File: config.mk
export PLATFORM = sky130hd
export DESIGN_NAME = sync_fifo_system
export DESIGN_NICKNAME = d
export VERILOG_FILES = /design/src/rtl/sync_fifo_system.sv
export SDC_FILE = /design/constraint.sdc
export NUM_CORES = 1
export LEC_CHECK = 0
export CAP_MARGIN = 20
export CORE_MARGIN = 4
export CORE_UTILIZATION = 35
export DETAILED_ROUTE_END_ITERATION = 10
export GPL_TIMING_DRIVEN = 1
export PLACE_DENSITY = 0.59
export SLEW_MARGIN = 10
export SYNTH_ARGS = -nofsm -noshare
export SYNTH_HDL_FRONTEND = slang
export SYNTH_SLANG_ARGS = --single-unit
File: constraint.sdc
create_clock -name clk_i -period 7.5 [get_ports clk_i]
set_clock_uncertainty 0.1 [all_clocks]
set_input_delay 1.5 -clock clk_i [delete_from_list [all_inputs] [get_ports clk_i]]
set_output_delay 1.5 -clock clk_i [all_outputs]
set_load 0.02 [all_outputs]
File: src/rtl/sync_fifo_system.sv
// Synchronous FIFO with registered occupancy flags, sticky under/overflow
// indicators and a selectable registered or first-word-fall-through read port.
module sync_fifo_system #(
    parameter int DATA_WIDTH = 32,
    parameter int PTR_WIDTH  = 4,
    parameter int AF_LEVEL   = 14,
    parameter int AE_LEVEL   = 2,
    parameter bit FWFT       = 1'b0
) (
    input  logic                  clk_i,
    input  logic                  reset_i,
    input  logic                  write_req_i,
    input  logic                  read_req_i,
    input  logic [DATA_WIDTH-1:0] data_in_i,
    input  logic                  clear_flags_i,
    output logic [DATA_WIDTH-1:0] data_out_o,
    output logic                  empty_o,
    output logic                  full_o,
    output logic                  almost_empty_o,
    output logic                  almost_full_o,
    output logic [PTR_WIDTH:0]    count_o,
    output logic                  uf_o,
    output logic                  of_o
);

    localparam int DEPTH = 1 << PTR_WIDTH;
    localparam logic [PTR_WIDTH:0] AE_THR   = (PTR_WIDTH+1)'(AE_LEVEL);
    localparam logic [PTR_WIDTH:0] AF_THR   = (PTR_WIDTH+1)'(AF_LEVEL);
    localparam logic [PTR_WIDTH:0] WRAP_BIT = {1'b1, {PTR_WIDTH{1'b0}}};

    logic [DATA_WIDTH-1:0] mem [DEPTH];

    logic [PTR_WIDTH:0] wptr_reg, rptr_reg;
    logic [PTR_WIDTH:0] wptr_next, rptr_next, count_next;
    logic               empty_reg, full_reg, ae_reg, af_reg, uf_reg, of_reg;
    logic [PTR_WIDTH:0] count_reg;
    logic               wr_acc, rd_acc;

    // Acceptance uses the registered flags, so a full FIFO rejects a write
    // even when a read frees a slot on the same edge (and vice versa).
    assign wr_acc = write_req_i & ~full_reg;
    assign rd_acc = read_req_i  & ~empty_reg;

    assign wptr_next  = wptr_reg + {{PTR_WIDTH{1'b0}}, wr_acc};
    assign rptr_next  = rptr_reg + {{PTR_WIDTH{1'b0}}, rd_acc};
    assign count_next = wptr_next - rptr_next;

    always_ff @(posedge clk_i or negedge reset_i) begin
        if (!reset_i) begin
            wptr_reg  <= '0;
            rptr_reg  <= '0;
            count_reg <= '0;
            empty_reg <= 1'b1;
            full_reg  <= 1'b0;
            ae_reg    <= 1'b1;
            af_reg    <= 1'b0;
            uf_reg    <= 1'b0;
            of_reg    <= 1'b0;
        end else begin
            wptr_reg  <= wptr_next;
            rptr_reg  <= rptr_next;
            count_reg <= count_next;
            empty_reg <= (wptr_next == rptr_next);
            full_reg  <= ((wptr_next ^ rptr_next) == WRAP_BIT);
            ae_reg    <= (count_next <= AE_THR);
            af_reg    <= (count_next >= AF_THR);
            // A new error on the clearing edge keeps the flag set.
            uf_reg    <= (read_req_i  & empty_reg) | (uf_reg & ~clear_flags_i);
            of_reg    <= (write_req_i & full_reg)  | (of_reg & ~clear_flags_i);
        end
    end

    // Storage is deliberately left unreset so it maps onto block RAM.
    always_ff @(posedge clk_i) begin
        if (wr_acc) begin
            mem[wptr_reg[PTR_WIDTH-1:0]] <= data_in_i;
        end
    end

    generate
        if (FWFT) begin : g_fwft
            assign data_out_o = mem[rptr_reg[PTR_WIDTH-1:0]];
        end else begin : g_registered
            logic [DATA_WIDTH-1:0] dout_reg;

            always_ff @(posedge clk_i or negedge reset_i) begin
                if (!reset_i) begin
                    dout_reg <= '0;
                end else if (rd_acc) begin
                    dout_reg <= mem[rptr_reg[PTR_WIDTH-1:0]];
                end
            end

            assign data_out_o = dout_reg;
        end
    endgenerate

    assign empty_o        = empty_reg;
    assign full_o         = full_reg;
    assign almost_empty_o = ae_reg;
    assign almost_full_o  = af_reg;
    assign count_o        = count_reg;
    assign uf_o           = uf_reg;
    assign of_o           = of_reg;

endmodule
**Word-level counts from Yosys, hierarchy flattened**

Memories as Yosys holds them, arrays and structs flattened. A register that Yosys moved wholly into a read port is not among the register bits.
Cells that the tools add are included.

- Register bits after elaboration: 21
- Memory bits (writable): 512
- Bits of input ports: 37
- Output and inout port bits: 43
- Word-level logic and storage cells: 32
- Memories kept: 1

- $add $sub $neg: 3
- $lt $le $gt $ge: 2
- Equal/unequal tests: 2
- Muxes and demuxes: 2
- Bitwise gates (word level): 12
- Reduce and logical (&&, ||, !) cells: 1

Memories:

| name | depth | bits a word | rd ports | clocked after Yosys merged registers in | wr ports | RTL line | text |
|---|---|---|---|---|---|---|---|
| mem | 16 | 32 | 1 | 1 | 1 | 31 | `logic [DATA_WIDTH-1:0] mem [DEPTH];` |

Operators with widths:

| kind | count |
|---|---|
| 5-bit by 1-bit adder with 5-bit output | 2 |
| 1-bit AND | 6 |
| 5-bit == test | 1 |
| 5-bit == test (second input constant) | 1 |
| 5-bit by 4-bit >= comparator with 1-bit output (second input constant) | 1 |
| 5-bit by 2-bit <= comparator with 1-bit output (second input constant) | 1 |
| 5-bit subtractor | 1 |
| 5-bit XOR | 1 |
| 1-bit NOT | 3 |
| 1-bit two-way mux | 2 |
| 1-bit OR | 2 |
| 1-bit logical NOT | 1 |

**Logic depth before layout (Yosys ltp)**

- Depth in word-level cells: 5
- Depth in mapped cells: 12
- Mapped depth without buffers: 10

**Worst setup path after synthesis**

No wires, ideal clock.

- Path type: input port to flip-flop
- Start: input port write_req_i
- End: memory mem[0][0], enable pin
- Setup time: 0.461 ns
- Arrival time: 4.460 ns
- Data required time: 6.939 ns
- Path slack: 2.479 ns
- Stages: 3
- Path buffers: 0
- Cell sequence: nor2b_1 > or3b_2 > nor3_1

- Longest elaborated chain between the ends: 3

Ends and longest elaborated chain:

| what | RTL line | text |
|---|---|---|
| from (decl) | 12 | `input logic write_req_i,` |
| 1-bit AND | 41 | `assign wr_acc = write_req_i & ~full_reg;` |
| 1-bit two-way mux | 75 | `if (wr_acc) begin` |
| 1-bit two-way mux (not written as such) | 76 | `mem[wptr_reg[PTR_WIDTH-1:0]] <= data_in_i;` |
| to (decl) | 31 |  |

No other way between the ends.

**Worst setup path in the final report**

- Start: input port read_req_i
- End: register af_reg (netlist: almost_full_o)

- Longest elaborated chain between the ends: 4

Ends and longest elaborated chain:

| what | RTL line | text |
|---|---|---|
| from (decl) | 13 | `input logic read_req_i,` |
| 1-bit AND | 42 | `assign rd_acc = read_req_i & ~empty_reg;` |
| 5-bit by 1-bit adder with 5-bit output | 45 | `assign rptr_next = rptr_reg + {{PTR_WIDTH{1'b0}}, rd_acc};` |
| net rptr_next[1] | 34 | `logic [PTR_WIDTH:0] wptr_next, rptr_next, count_next;` |
| 5-bit subtractor | 46 | `assign count_next = wptr_next - rptr_next;` |
| net count_next[4] | 34 |  |
| 5-bit by 4-bit >= comparator with 1-bit output | 66 | `af_reg <= (count_next >= AF_THR);` |
| to (signal assigned) | 66 |  |
| to (decl) | 35 | `logic empty_reg, full_reg, ae_reg, af_reg, uf_reg, of_reg;` |

The timed path passes the listed nets, and every way through them passes these cells.

==> results.md <==
Floorplanning:
- The number of core rows is 90.
- 80 I/O pins were placed.
- The initial core utilization is 35.4%.
- Measured along the y axis, the die boundary spans 255 um.
- The core box area is ~60000 sq um.
- The total die area is between 60000 and 70000 sq um.
- Measured along the x axis, the die boundary spans between 200 and 300 um.

Placement:
- At the placement stage, the worst setup path has a slack of approximately 2600 ps.
- The cell count after placement is approximately 1800.
- The count of buffers inserted at the top-level ports is between 70 and 80.
- The estimated wirelength of the detail-placed design is ~25000 um.
- The post-placement cell area is 23200 sq um.
- At the end of routability-driven placement, the weighted congestion stood at roughly 0.7.

Clock tree:
- Hold repair after CTS inserted 0 buffers.
- The register clock-pin slew on the reported worst setup and hold paths is approximately 60 ps.
- The total CTS buffers is 56.
- The number of gates resized after CTS was 0.
- The root cell of the clock tree is clkbuf_16.
- For the worst-skew pair, the clock arrives at the later sink with an insertion delay of 600 ps.
- CTS built an H-tree with a depth of 2.
- For this design, the sink count on the clock tree is 565.
- After clock tree synthesis, the setup repair step added 0 buffers.
- The CTS tree is built.
- No sink is reached through more buffers than the 3 on the longest clock path.

Drt:
- The residual antenna-violating net count after detailed routing is 0.
- The first-iteration detailed-routing DRC count is approximately 730.
- The sum of routed wire length over all layers is approximately 46000 um.
- After detailed routing, the met2 layer carries ~23000 um of wire.
- After detailed routing, the number of vias per cell comes to 5.17.
- Summed over all nets, wire length on met3 after detailed routing comes to between 2000 and 2500 um.
- The detailed router used layers up to and including met4.
- The wire length on met1 is a little under 20000 um.
- The DRC violation count after routing is 0.
- The first detailed-routing pass took 4 iterations.
- The routed wire length per instance is between 20 and 25 um.
- The via total after detailed routing is 9805.

Worst setup path:
- Along the worst path, the maximum fanout reaches 65.
- The gate family responsible for the most delay along the worst path is adder cells.
- The critical path endpoint category is a flop.
- The worst-case register-to-register setup slack is between 4000 and 5000 ps.
- The critical path class is primary input to flop.
- STA classifies the critical path startpoint as a primary input.
- The total buffers and inverters traversed by the critical path is 3.
- Traced cell by cell, the critical path runs through clkdlybuf4s50_1 > nand2b_4 > inv_1 > ha_1 > ha_1 > fa_1 > inv_1 > a21oi_1 > maj3_1 > xnor2_1 > a31o_2.
- In this run the critical register-to-register path is launched from empty_o.
- The library cell contributing the largest single delay on the critical path is nand2b_4.
- The required time of the critical path is between 7000 and 8000 ps.
- For the worst flop-to-flop path, the logic depth is 10.
- The critical path data arrival time is ~4700 ps.
- The worst reg2reg path endpoint is almost_full_o.
- For this run, the slowest stage of the critical path takes around 600 ps.

Job:
- The max capacitance violation total is 0.

Yosys:
- The synthesized netlist contains 37 unique library cells.
- The average footprint of a synthesized cell is 22.4 sq um.
- The XOR/XNOR share of the synthesized area is less than 1%.
- The sequential area share after synthesis is between 70% and 80%.
- After Yosys synthesis, and, or, nand and nor cells account for 1.52% of the synthesized area.
- The mux cell area share after synthesis is between 10% and 20%.
- The total standard cell area after synthesis is between 20000 and 25000 sq um.
- The number of synthesis warnings is 0.
- The area share of fa/ha/maj cells after synthesis is 0.609%.
- Synthesis inferred 565 register bits.
- The post-synthesis cell count is roughly 950.
- The dominant combinational cell family by area after synthesis is multiplexers.
- The net count of the mapped netlist is approximately 1000.
- Summing the areas of all compound-gate instances in the mapped netlist gives ~4.2% of the synthesized area.

Final layout:
- Compared with the post-synthesis result, the final layout area differs by 16.8%.
- The register with the most flip-flops in the layout has roughly 510 of them.
- The final instance area is 25000 sq um.
- The number of nets in the finished design is 1113.
- The share of layout cells above drive strength 1 is 24.8%.
- In the layout the commonest cells are edfxtp_1 (512), mux4_2 (128), clkdlybuf4s50_1 (78).
- The finished layout holds approximately 1900 standard cells, fillers aside.
- The final antenna diode count is 0.
- Once layout is complete, the utilization of the core stands at slightly above 40%.
- The library cell used most frequently in the layout, excluding fill and tap cells, is edfxtp_1.

Hold path:
- The tightest min-delay check is of the flop to flop type.
- Counting instances, the worst hold path has a depth of 2.
- The path with the worst hold slack has its endpoint at data_out_o[22].
- The worst hold path startpoint is data_out_o[22].

STA:
- For the pin with the worst max-slew slack, the measured transition is 1020 ps.
- Based on the critical path, the design can be clocked at up to about 230 MHz.
- The number of slew-limit violations in the final report came to 0.
- The number of hold violations in the final report is 0.
- The worst path uses between 50% and 60% of the clock period.
- Subtracting the final worst setup slack from the clock period gives 4290 ps.
- Setup repair after global routing left no endpoint under its margin.
- After routing, the total negative slack on setup checks comes to 0 ps.
- The worst path setup slack after routing is about 3200 ps.
- The headroom to the max-slew limit is ~31%.
- Setup violations remaining at the end of the flow were counted as 0.

Power and ir drop:
- Power spread over the standard cell area amounts to between 300 and 400 nW/um^2.
- The cell leakage power is between 7 and 8 nW.
- The maximum vdd drop is approximately 0.19 mV.

Global routing:
- After global routing the overflow that remains totals 0.
- The number of antenna violations at the first check in global routing is 0.
- The number of global-route vias before repair is about 11000.
- The global-route wire length before repair is slightly below 70000 um.
- Entering global routing, the biggest net connects 66 pins.
- The overall track demand over capacity in global routing is about 14%.

Status:
- The run finished with clean final reports.
-- metrics by stage --
stage	hold slack (ps)	power, W
after floorplan	378	0.00625
after global placement	369	0.00724
after detailed placement	379	0.00728
after CTS	393	0.00998
after global routing	411	0.0103
final	381	0.00982
-- worst max-delay path by stage --
stage | slack (ps) | endpoint | cells past startpoint | start
after floorplan | 2480 | mem[0][0] | 3 | write_req_i
after global placement | 2580 | almost_full_o | 11 | read_req_i
after detailed placement | 2550 | almost_full_o | 11 | read_req_i
after CTS | 3170 | almost_full_o | 11 | read_req_i
after global routing | 2970 | almost_empty_o | 11 | read_req_i
final | 3210 | almost_full_o | 11 | read_req_i
-- cells by family after synthesis --
kind of cell    count (synthesis)
flops                         565
mux                           128
compound gates                103
simple gates                   72
buf+inv                        63
xor+xnor                       12
fa+ha+maj                      10
-- worst register-to-register path: stages, from the launching register on --
cell      delay (ps)
dfstp_2          550
nand2b_4         620
inv_1            110
ha_1             260
ha_1             340
fa_1             460
inv_1             70
a21oi_1           60
maj3_1           370
xnor2_1          190
a31o_2           250
-- cells in the mapped netlist (all sizes together) --
library cell / instances / area (sq um)
a2111oi: 1 / 15.0
a21oi: 2 / 10.0
a221oi: 32 / 412
a22o: 32 / 280
a31o: 1 / 8.76
and2: 1 / 6.26
and2b: 1 / 7.51
and3: 1 / 6.26
buf: 27 / 181
clkbuf: 23 / 86.3
dfrtp: 51 / 1280
dfstp: 2 / 52.6
edfxtp: 512 / 15400
fa: 1 / 20.0
ha: 8 / 100
inv: 13 / 48.8
maj3: 1 / 10.0
mux4: 128 / 2880
nand2: 37 / 139
nand2b: 3 / 18.8
nand3: 5 / 35.0
nand3b: 2 / 15.0
nor2: 15 / 56.3
nor2b: 2 / 12.5
nor3: 4 / 20.0
o21ai: 34 / 170
o21bai: 1 / 7.51
or3b: 1 / 8.76
xnor2: 6 / 60.1
xor2: 6 / 52.6
-- final cells by class --
type | instances | area (sq um)
timing repair buffer | 106 | 988
tap | 782 | 978
multi-input combinational | 325 | 4490
inverter | 13 | 48.8
clock inverter | 24 | 219
fill | 5237 | 35400
sequential | 565 | 16700
clock buffer | 81 | 1530
-- layer usage --
layer  vias up  GRT usage [%]
li1       4222              -
met1      5293           19.2
met2       231           24.1
met3        59           2.69
met4         0           3.37
met5         -              0
-- power by group --
part           leakage (nW)  switching (W)  internal (W)  total [W]
Sequential             5.27       0.000271       0.00390    0.00417
Combinational          1.84        0.00162       0.00134    0.00297
Clock                 0.846        0.00113       0.00154    0.00268
Note: power is estimated with default switching activity, not from simulation.
